## config.mk

```make
export PLATFORM = sky130hd
export DESIGN_NAME = pipe_decode_stage_flat
export DESIGN_NICKNAME = d
export VERILOG_FILES = /design/src/rtl/pipe_decode_stage_if.sv /design/src/rtl/pipe_decode_stage.sv /design/src/flat_wrapper.sv
export SDC_FILE = /design/constraint.sdc
export NUM_CORES = 2
export LEC_CHECK = 0
export CORE_MARGIN = 2
export CORE_UTILIZATION = 61
export DETAILED_ROUTE_END_ITERATION = 8
export PLACE_DENSITY = 0.8
export SYNTH_ARGS = -nofsm -noshare
export SYNTH_HDL_FRONTEND = slang
export SYNTH_SLANG_ARGS = --single-unit
```

## constraint.sdc

```tcl
create_clock -name clock -period 7.2 [get_ports clock]
set_clock_uncertainty 0.05 [all_clocks]
set_input_delay 1.44 -clock clock [delete_from_list [all_inputs] [get_ports clock]]
set_output_delay 1.44 -clock clock [all_outputs]
set_load 0.01 [all_outputs]
```

## src/rtl/pipe_decode_stage_if.sv

```systemverilog
// -----------------------------------------------------------------------------
// pipe_decode_stage_if
// ID/EX pipeline-register bundle handed from the decode stage to the EX stage.
//   master : driven by pipe_decode_stage (registered ID/EX contents)
//   slave  : consumed by the EX stage
// Fields:
//   ewreg/em2reg/ewmem/ealuimm/eshift/ejal : EX control bits
//   ealuc : ALU op, ern : destination register
//   ea/eb : operand values, eimm : extended immediate, epc4 : PC+4
// -----------------------------------------------------------------------------
interface pipe_decode_stage_if #(
    parameter int XLEN = 32
);
    logic            ewreg;
    logic            em2reg;
    logic            ewmem;
    logic            ealuimm;
    logic            eshift;
    logic            ejal;
    logic [3:0]      ealuc;
    logic [4:0]      ern;
    logic [XLEN-1:0] ea;
    logic [XLEN-1:0] eb;
    logic [XLEN-1:0] eimm;
    logic [XLEN-1:0] epc4;

    modport master (
        output ewreg, em2reg, ewmem, ealuimm, eshift, ejal,
        output ealuc, ern, ea, eb, eimm, epc4
    );

    modport slave (
        input ewreg, em2reg, ewmem, ealuimm, eshift, ejal,
        input ealuc, ern, ea, eb, eimm, epc4
    );
endinterface

```

## src/rtl/pipe_decode_stage.sv

```systemverilog
// -----------------------------------------------------------------------------
// pipe_decode_stage
// Instruction-decode stage of the five-stage MIPS-subset pipeline. Reads the
// integrated 32-entry register file, forwards from EX/MEM, detects load-use /
// RAW interlocks, resolves branches and jumps in ID and holds the ID/EX
// pipeline register. A saturating counter records stalled cycles.
// Ports:
//   clock, resetn          : clock, asynchronous active-low reset
//   dpc4, inst, c*         : ID instruction, PC+4 and pre-decoded controls
//   ealu                   : EX-stage ALU result (combinational)
//   mrn/mwreg/mm2reg/malu/mmo : MEM-stage state
//   wrn/wwreg/wdi          : writeback port
//   bpc/jpc/rpc/pcsource   : next-PC targets and selector
//   wpcir, dflush          : IF/ID freeze and flush
//   idex (master)          : registered ID/EX bundle
//   stall_cnt              : stalled-cycle counter
// -----------------------------------------------------------------------------
module pipe_decode_stage #(
    parameter int XLEN        = 32,
    parameter bit FWD_EN      = 1'b1,
    parameter bit BRANCH_SLOT = 1'b1,
    parameter int CNT_W       = 16
) (
    input  logic             clock,
    input  logic             resetn,
    input  logic [XLEN-1:0]  dpc4,
    input  logic [31:0]      inst,
    input  logic             cwreg,
    input  logic             cm2reg,
    input  logic             cwmem,
    input  logic             caluimm,
    input  logic             cshift,
    input  logic             cjal,
    input  logic             cusert,
    input  logic             csext,
    input  logic [3:0]       caluc,
    input  logic             cuse_rs,
    input  logic             cuse_rt,
    input  logic             cbeq,
    input  logic             cbne,
    input  logic             cj,
    input  logic             cjr,
    input  logic [XLEN-1:0]  ealu,
    input  logic [4:0]       mrn,
    input  logic             mwreg,
    input  logic             mm2reg,
    input  logic [XLEN-1:0]  malu,
    input  logic [XLEN-1:0]  mmo,
    input  logic [4:0]       wrn,
    input  logic             wwreg,
    input  logic [XLEN-1:0]  wdi,
    output logic [XLEN-1:0]  bpc,
    output logic [XLEN-1:0]  jpc,
    output logic [XLEN-1:0]  rpc,
    output logic [1:0]       pcsource,
    output logic             wpcir,
    output logic             dflush,
    pipe_decode_stage_if.master idex,
    output logic [CNT_W-1:0] stall_cnt
);

    // A writer in stage X hits source register src (r0 never hits).
    function automatic logic wr_hit(input logic wen, input logic [4:0] dst, input logic [4:0] src);
        return wen && (dst != 5'd0) && (dst == src);
    endfunction

    logic [XLEN-1:0]  regs_r [32];

    logic             ewreg_r;
    logic             em2reg_r;
    logic             ewmem_r;
    logic             ealuimm_r;
    logic             eshift_r;
    logic             ejal_r;
    logic [3:0]       ealuc_r;
    logic [4:0]       ern_r;
    logic [XLEN-1:0]  ea_r;
    logic [XLEN-1:0]  eb_r;
    logic [XLEN-1:0]  eimm_r;
    logic [XLEN-1:0]  epc4_r;
    logic [CNT_W-1:0] stall_cnt_r;

    logic [4:0]       rs_s;
    logic [4:0]       rt_s;
    logic [4:0]       rd_s;
    logic [4:0]       drn_s;
    logic [XLEN-1:0]  imm_s;
    logic [XLEN-1:0]  rf_a_s;
    logic [XLEN-1:0]  rf_b_s;
    logic [XLEN-1:0]  mem_val_s;
    logic [XLEN-1:0]  da_s;
    logic [XLEN-1:0]  db_s;
    logic             ex_hit_a_s;
    logic             ex_hit_b_s;
    logic             mem_hit_a_s;
    logic             mem_hit_b_s;
    logic             stall_s;
    logic             equal_s;
    logic             br_taken_s;
    logic             taken_s;
    logic [1:0]       pcsource_s;
    logic             unused_opcode_s;

    assign rs_s  = inst[25:21];
    assign rt_s  = inst[20:16];
    assign rd_s  = inst[15:11];
    assign drn_s = cjal ? 5'd31 : (cusert ? rt_s : rd_s);
    assign imm_s = csext ? {{(XLEN-16){inst[15]}}, inst[15:0]}
                         : {{(XLEN-16){1'b0}}, inst[15:0]};

    // The opcode field is fully decoded upstream into the c* controls.
    assign unused_opcode_s = &{1'b0, inst[31:26]};

    // Register file write port: falling edge, so a WB write is visible to
    // the ID read later in the same cycle without a dedicated bypass.
    always_ff @(negedge clock or negedge resetn) begin
        if (!resetn) begin
            for (int i = 0; i < 32; i++) begin
                regs_r[i] <= {XLEN{1'b0}};
            end
        end else if (wwreg && (wrn != 5'd0)) begin
            regs_r[wrn] <= wdi;
        end
    end

    assign rf_a_s = (rs_s == 5'd0) ? {XLEN{1'b0}} : regs_r[rs_s];
    assign rf_b_s = (rt_s == 5'd0) ? {XLEN{1'b0}} : regs_r[rt_s];

    assign ex_hit_a_s  = wr_hit(ewreg_r, ern_r, rs_s);
    assign ex_hit_b_s  = wr_hit(ewreg_r, ern_r, rt_s);
    assign mem_hit_a_s = wr_hit(mwreg, mrn, rs_s);
    assign mem_hit_b_s = wr_hit(mwreg, mrn, rt_s);
    assign mem_val_s   = mm2reg ? mmo : malu;

    // Operand selection: EX (non-load) beats MEM beats the register file.
    always_comb begin
        da_s = rf_a_s;
        db_s = rf_b_s;
        if (FWD_EN) begin
            if (ex_hit_a_s && !em2reg_r) begin
                da_s = ealu;
            end else if (mem_hit_a_s) begin
                da_s = mem_val_s;
            end else begin
                da_s = rf_a_s;
            end
            if (ex_hit_b_s && !em2reg_r) begin
                db_s = ealu;
            end else if (mem_hit_b_s) begin
                db_s = mem_val_s;
            end else begin
                db_s = rf_b_s;
            end
        end else begin
            da_s = rf_a_s;
            db_s = rf_b_s;
        end
    end

    // Interlock: with forwarding only an EX load blocks; without it any
    // in-flight EX or MEM writer of a used source register blocks.
    always_comb begin
        stall_s = 1'b0;
        if (FWD_EN) begin
            stall_s = (cuse_rs && ex_hit_a_s && em2reg_r) ||
                      (cuse_rt && ex_hit_b_s && em2reg_r);
        end else begin
            stall_s = (cuse_rs && (ex_hit_a_s || mem_hit_a_s)) ||
                      (cuse_rt && (ex_hit_b_s || mem_hit_b_s));
        end
    end

    assign equal_s    = (da_s == db_s);
    assign br_taken_s = (cbeq && equal_s) || (cbne && !equal_s);
    assign taken_s    = !stall_s && (br_taken_s || cj || cjr);

    // Next-PC selector; a stalled instruction must not redirect fetch.
    always_comb begin
        pcsource_s = 2'b00;
        if (stall_s) begin
            pcsource_s = 2'b00;
        end else if (cjr) begin
            pcsource_s = 2'b10;
        end else if (cj) begin
            pcsource_s = 2'b11;
        end else if (br_taken_s) begin
            pcsource_s = 2'b01;
        end else begin
            pcsource_s = 2'b00;
        end
    end

    assign bpc      = dpc4 + {imm_s[XLEN-3:0], 2'b00};
    assign jpc      = {dpc4[XLEN-1:28], inst[25:0], 2'b00};
    assign rpc      = da_s;
    assign pcsource = pcsource_s;
    assign wpcir    = !stall_s;
    assign dflush   = taken_s && !BRANCH_SLOT;

    // ID/EX pipeline register: a stall inserts an all-zero bubble.
    always_ff @(posedge clock or negedge resetn) begin
        if (!resetn) begin
            ewreg_r   <= 1'b0;
            em2reg_r  <= 1'b0;
            ewmem_r   <= 1'b0;
            ealuimm_r <= 1'b0;
            eshift_r  <= 1'b0;
            ejal_r    <= 1'b0;
            ealuc_r   <= 4'd0;
            ern_r     <= 5'd0;
            ea_r      <= {XLEN{1'b0}};
            eb_r      <= {XLEN{1'b0}};
            eimm_r    <= {XLEN{1'b0}};
            epc4_r    <= {XLEN{1'b0}};
        end else if (stall_s) begin
            ewreg_r   <= 1'b0;
            em2reg_r  <= 1'b0;
            ewmem_r   <= 1'b0;
            ealuimm_r <= 1'b0;
            eshift_r  <= 1'b0;
            ejal_r    <= 1'b0;
            ealuc_r   <= 4'd0;
            ern_r     <= 5'd0;
            ea_r      <= {XLEN{1'b0}};
            eb_r      <= {XLEN{1'b0}};
            eimm_r    <= {XLEN{1'b0}};
            epc4_r    <= {XLEN{1'b0}};
        end else begin
            ewreg_r   <= cwreg;
            em2reg_r  <= cm2reg;
            ewmem_r   <= cwmem;
            ealuimm_r <= caluimm;
            eshift_r  <= cshift;
            ejal_r    <= cjal;
            ealuc_r   <= caluc;
            ern_r     <= drn_s;
            ea_r      <= da_s;
            eb_r      <= db_s;
            eimm_r    <= imm_s;
            epc4_r    <= dpc4;
        end
    end

    // Stalled-cycle counter, saturating at all-ones.
    always_ff @(posedge clock or negedge resetn) begin
        if (!resetn) begin
            stall_cnt_r <= {CNT_W{1'b0}};
        end else if (stall_s && (stall_cnt_r != {CNT_W{1'b1}})) begin
            stall_cnt_r <= stall_cnt_r + {{(CNT_W-1){1'b0}}, 1'b1};
        end else begin
            stall_cnt_r <= stall_cnt_r;
        end
    end

    assign stall_cnt    = stall_cnt_r;
    assign idex.ewreg   = ewreg_r;
    assign idex.em2reg  = em2reg_r;
    assign idex.ewmem   = ewmem_r;
    assign idex.ealuimm = ealuimm_r;
    assign idex.eshift  = eshift_r;
    assign idex.ejal    = ejal_r;
    assign idex.ealuc   = ealuc_r;
    assign idex.ern     = ern_r;
    assign idex.ea      = ea_r;
    assign idex.eb      = eb_r;
    assign idex.eimm    = eimm_r;
    assign idex.epc4    = epc4_r;

endmodule
```

## src/flat_wrapper.sv

```systemverilog
// flat-port wrapper written by rule: the top's interface ports become plain ports
module pipe_decode_stage_flat 
#(
    parameter int XLEN        = 32,
    parameter bit FWD_EN      = 1'b1,
    parameter bit BRANCH_SLOT = 1'b1,
    parameter int CNT_W       = 16
)
  (clock, resetn, dpc4, inst, cwreg, cm2reg, cwmem, caluimm, cshift, cjal, cusert, csext, caluc, cuse_rs, cuse_rt, cbeq, cbne, cj, cjr, ealu, mrn, mwreg, mm2reg, malu, mmo, wrn, wwreg, wdi, bpc, jpc, rpc, pcsource, wpcir, dflush, stall_cnt, idex_ewreg, idex_em2reg, idex_ewmem, idex_ealuimm, idex_eshift, idex_ejal, idex_ealuc, idex_ern, idex_ea, idex_eb, idex_eimm, idex_epc4);
  pipe_decode_stage_if #(.XLEN(XLEN)) idex_i ();
  input  logic clock;
  input  logic resetn;
  input  logic [XLEN-1:0] dpc4;
  input  logic [31:0] inst;
  input  logic cwreg;
  input  logic cm2reg;
  input  logic cwmem;
  input  logic caluimm;
  input  logic cshift;
  input  logic cjal;
  input  logic cusert;
  input  logic csext;
  input  logic [3:0] caluc;
  input  logic cuse_rs;
  input  logic cuse_rt;
  input  logic cbeq;
  input  logic cbne;
  input  logic cj;
  input  logic cjr;
  input  logic [XLEN-1:0] ealu;
  input  logic [4:0] mrn;
  input  logic mwreg;
  input  logic mm2reg;
  input  logic [XLEN-1:0] malu;
  input  logic [XLEN-1:0] mmo;
  input  logic [4:0] wrn;
  input  logic wwreg;
  input  logic [XLEN-1:0] wdi;
  output logic [XLEN-1:0] bpc;
  output logic [XLEN-1:0] jpc;
  output logic [XLEN-1:0] rpc;
  output logic [1:0] pcsource;
  output logic wpcir;
  output logic dflush;
  output logic [CNT_W-1:0] stall_cnt;
  output wire logic [$bits(idex_i.ewreg)-1:0] idex_ewreg;
  output wire logic [$bits(idex_i.em2reg)-1:0] idex_em2reg;
  output wire logic [$bits(idex_i.ewmem)-1:0] idex_ewmem;
  output wire logic [$bits(idex_i.ealuimm)-1:0] idex_ealuimm;
  output wire logic [$bits(idex_i.eshift)-1:0] idex_eshift;
  output wire logic [$bits(idex_i.ejal)-1:0] idex_ejal;
  output wire logic [$bits(idex_i.ealuc)-1:0] idex_ealuc;
  output wire logic [$bits(idex_i.ern)-1:0] idex_ern;
  output wire logic [$bits(idex_i.ea)-1:0] idex_ea;
  output wire logic [$bits(idex_i.eb)-1:0] idex_eb;
  output wire logic [$bits(idex_i.eimm)-1:0] idex_eimm;
  output wire logic [$bits(idex_i.epc4)-1:0] idex_epc4;
  assign idex_ewreg = idex_i.ewreg;
  assign idex_em2reg = idex_i.em2reg;
  assign idex_ewmem = idex_i.ewmem;
  assign idex_ealuimm = idex_i.ealuimm;
  assign idex_eshift = idex_i.eshift;
  assign idex_ejal = idex_i.ejal;
  assign idex_ealuc = idex_i.ealuc;
  assign idex_ern = idex_i.ern;
  assign idex_ea = idex_i.ea;
  assign idex_eb = idex_i.eb;
  assign idex_eimm = idex_i.eimm;
  assign idex_epc4 = idex_i.epc4;
  pipe_decode_stage #(.XLEN(XLEN), .FWD_EN(FWD_EN), .BRANCH_SLOT(BRANCH_SLOT), .CNT_W(CNT_W)) u_core (.clock(clock), .resetn(resetn), .dpc4(dpc4), .inst(inst), .cwreg(cwreg), .cm2reg(cm2reg), .cwmem(cwmem), .caluimm(caluimm), .cshift(cshift), .cjal(cjal), .cusert(cusert), .csext(csext), .caluc(caluc), .cuse_rs(cuse_rs), .cuse_rt(cuse_rt), .cbeq(cbeq), .cbne(cbne), .cj(cj), .cjr(cjr), .ealu(ealu), .mrn(mrn), .mwreg(mwreg), .mm2reg(mm2reg), .malu(malu), .mmo(mmo), .wrn(wrn), .wwreg(wwreg), .wdi(wdi), .bpc(bpc), .jpc(jpc), .rpc(rpc), .pcsource(pcsource), .wpcir(wpcir), .dflush(dflush), .idex(idex_i), .stall_cnt(stall_cnt));
endmodule
```

# After elaboration in Yosys (flattened, before gate mapping)
# Cells that the tools add are included.
dict set report totals {
  reg_bits 1183
  in_bits 225
  output_inout_bits 259
}
dict set report op_classes {
  reduce_logical 27
  eq_ne 6
  magnitude_cmp 4
  bitwise_logic 3
  add_sub_neg 2
  n_mux 35
}
# op n
set ops {}
lappend ops {{$bwmux W1024} 1}
lappend ops {{$mux W32} 17}
lappend ops {{$bmux W32 S5} 2}
lappend ops {{$demux W32 S5} 1}
lappend ops {{$add A32 B32 Y32} 1}
lappend ops {{$eq A32 B32 Y1} 1}
lappend ops {{$eq A5 B5 Y1} 4}
lappend ops {{$ge A6 B6 Y1 const B} 3}
lappend ops {{$not A5 Y6} 3}
lappend ops {{$logic_and A1 B1 Y1} 17}
lappend ops {{$add A16 B1 Y16 const B} 1}
lappend ops {{$ne A16 B16 Y1 const B} 1}
lappend ops {{$mux W5} 3}
lappend ops {{$reduce_bool A5 Y1} 3}
lappend ops {{$logic_not A5 Y1} 2}
lappend ops {{$mux W1} 7}
lappend ops {{$lt A6 B1 Y1 const B} 1}
lappend ops {{$mux W2} 3}
lappend ops {{$mux W4} 1}
lappend ops {{$logic_not A1 Y1} 3}
lappend ops {{$logic_or A1 B1 Y1} 2}

# Longest topological paths before layout
dict set report depth {
  ltp_word 15
  depth_mapped 17
  ltp_nobuf 14
}

==> flow_summary.json <==
{
  "io_pins": 484,
  "dieWidth_um": 327.2,
  "firstDrtPassIters": 9,
  "required_ns": 5.71,
  "worstPathCellList": "mux4_2 > mux4_2 > nand2_1 > and3_4 > o221ai_4 > xor2_2 > nand4_1 > a2111oi_2 > nand4_1 > mux2i_1 > a211oi_2 > buf_4 > buf_6",
  "worstPathArrival_ns": 8.38,
  "rsz0062_at_grt": "true",
  "cts_hold_buf": 0,
  "nNetsFinal": 5964,
  "max-cap-violations": 0,
  "cts_tree": "built",
  "clock_latency_ns": 0.77,
  "portBuffers": 474,
  "cts_root_buffer": "clkbuf_16",
  "ys.flop_type": "dfrtn_1",
  "crit_end": "pcsource[0]",
  "drc": 0,
  "timing.rr.end": "u_core.idex.ea[31]",
  "grt_pass1_wl_mm": 359.4,
  "cts_buffers": 120,
  "synthCells": 4732,
  "area_growth_pct": 28.15,
  "worst-path-max-fanout": 3,
  "path_depth": 13,
  "cpPeakStageDelay_ns": 0.49,
  "die_h_um": 327.2,
  "synth-edff-count": 0,
  "antenna_found_initial": 17,
  "synthSimpleGateAreaFrac": 0.04399,
  "synth_most_common_cell": "dfrtn_1",
  "start_util": 0.6155,
  "gp_congestion": 1.043,
  "layout-drive-gt1-share": 0.4695,
  "yosys.area_share.adder": 0.006206,
  "synth_area_leader_cell": "dfrtn_1",
  "cts_max_path_buffers": 3,
  "cts.clk_slew.worst_paths_ns": 0.05,
  "crit_buf_inv": 2,
  "die_area_sq_um": 107000,
  "ys.warnings.count": 0,
  "worstReg2RegStart": "u_core.regs_r[543]",
  "nFillCells": 5633,
  "fin_cells": 7212,
  "groute.usage.overall": 0.4652,
  "ys_seq_elements": 1168,
  "multi_input_area_sq_um": 32790,
  "worstSetupStartpoint": "u_core.regs_r[699]",
  "muxShareOfSynthArea": 0.3713,
  "synth_xor_xnor_area_share": 0.01224,
  "fin_util": 0.7888,
  "seq_area_sq_um": 29230,
  "drtIter0Drc": 7073,
  "synth.avg_cell_area_sq_um": 13.46,
  "reg2reg_slack_ns": 0.09,
  "setup_violations": 33,
  "async_flop_share": 1.000,
  "drtAntennaViolNets": 0,
  "synth_top_family_by_area": "multiplexers",
  "ys_types": 87,
  "slew_viol_final": 0,
  "hpwl_mm": 165.7,
  "rows": 118,
  "via_per_inst": 7.200,
  "grt_pass1_vias": 52900,
  "setup_slack_ns": -2.673,
  "min_path_type": "register to register",
  "relSlewSlack": 0.1506,
  "violations": "negative setup slack",
  "netlist_top_cells_count": "dfrtn_1 (1024), mux2_2 (1021), mux2i_1 (419), mux4_2 (336), clkbuf_1 (271)",
  "path_class": "register to output pin",
  "grt_overflow": 0,
  "ys_seq_area_frac": 0.4588,
  "wirelength_mm": 250.3,
  "p_leak_nw": 36.49,
  "reg2regPathDepth": 19,
  "cp_slowest_cell": "mux4_2",
  "critPathTopFamily": "multiplexers",
  "worst_setup_path_start_kind": "register",
  "tns_ns": -22.46,
  "core_area_sq_um": 103500,
  "vdd_ir_drop_max_v": 0.0002188,
  "critPathCaptureType": "output pin",
  "syn_area_sq_um": 63710,
  "powerDensity_nw_per_um2": 263.4,
  "finalHoldViolCount": 0,
  "synth.top_cell.area_share": 0.4022,
  "synth_compound_area_frac": 0.06303,
  "tightest_slew_ns": 1.239,
  "status": "complete, but fails checks",
  "synthTopCellsByArea": "dfrtn_1 (40%), mux2_2 (18%), mux4_2 (12%)",
  "grt_max_degree": 124,
  "vias": 51930,
  "cts_max_level": 3,
  "clkSinkCount": 1168,
  "wl_per_cell_um": 34.70,
  "placedCellCount": 6905
}
what timing repair did:
item,4_1_cts,5_1_grt
gates resized for setup,347,95
setup endpoints to repair,34,38
buffers inserted,69,23
pin swaps,87,69
report_power, final:
part           switching [mW]  leakage [nW]  total [mW]  internal, mW
combinational            2.68          19.5        5.95          3.27
sequential              0.890          14.9        8.75          7.86
clock                    2.88          2.09        6.80          3.92
total                    6.45          36.5        21.5          15.0
final cells by class:
cell class	count	share of cell area
inverters	45	0.002161
clock inverters	70	0.01133
clock buffers	159	0.04129
diodes	17	0.0005211
multi-input cells	3003	0.4016
flip-flops and latches	1168	0.3580
well taps	1380	0.02115
repair buffers	1370	0.1640
layout by cell type, fill, tap and decap left out, drive strengths merged, types with 14 or more instances in the layout:
cell type and count:
dfrtn 1024, mux2 1021, buf 941, clkdlybuf4s50 427, mux2i 419, mux4 351, clkbuf 159, dfrtp 144
a22oi 127, a221oi 124, nor2 113, nand2 112, and2 94, nand3 93, o21ai 79, xnor2 65
inv 49, a21oi 40, clkinv 38, nor3 34, ha 30, xor2 24, nand4 23, a211oi 21
a31oi 20, diode 17, bufinv 17, a2111oi 17, a21o 14, nor2b 14
flip-flops by register name, indices dropped and copies added (netlist names):
signal	flops
u_core.idex.em2reg	1
u_core.idex.ewreg	1
u_core.idex.eshift	1
u_core.idex.ern	5
u_core.idex.ea	32
u_core.idex.eimm	17
u_core.idex.ealuimm	1
u_core.idex.eb	32
u_core.stall_cnt	16
u_core.idex.epc4	32
u_core.idex.ejal	1
u_core.idex.ewmem	1
u_core.regs_r	1024
u_core.idex.ealuc	4
cells by family after synthesis:
| logic type | count (synthesis) |
|---|---|
| other cells | 1 |
| mux | 1791 |
| flops | 1168 |
| xor+xnor | 89 |
| compound gates | 536 |
| simple gates | 553 |
| buf+inv | 563 |
| fa+ha+maj | 31 |
routing by layer:
metal / up-vias / wire, um / track usage
li1: 19900 / - / -
met5: - / 161 / 0.01020
met4: 12 / 24400 / 0.3686
met1: 26230 / 81820 / 0.5464
met2: 4379 / 107900 / 0.6752
met3: 1406 / 35970 / 0.1930
worst min-delay path by stage:
stage / endpoint / slack (ns) / cells past startpoint / start
global placement: u_core.regs_r[993] / 0.28 / 0 / u_core.regs_r[993]
floorplan: u_core.regs_r[1021] / 0.35 / 1 / u_core.regs_r[1021]
global route: u_core.regs_r[1005] / 0.31 / 0 / u_core.regs_r[1005]
detailed placement: u_core.regs_r[1021] / 0.29 / 0 / u_core.regs_r[1021]
CTS: u_core.regs_r[1020] / 0.30 / 0 / u_core.regs_r[1020]
finish: u_core.regs_r[1021] / 0.30 / 0 / u_core.regs_r[1021]
per-stage QoR:
| stage | setup slack (ns) | hold WS, ns | area [sq um] | power, mW |
|---|---|---|---|---|
| after global placement | -2.336 | 0.2844 | 75640 | 13.82 |
| after CTS | -2.470 | 0.2992 | 81230 | 21.12 |
| final | -2.673 | 0.2977 | 81640 | 21.50 |
| after detailed placement | -2.311 | 0.2936 | 75640 | 14.10 |
| after floorplan | -0.5957 | 0.3492 | 63710 | 11.52 |
| after global routing | -2.676 | 0.3142 | 81610 | 22.07 |
Power figures use the tool's default switching activity.
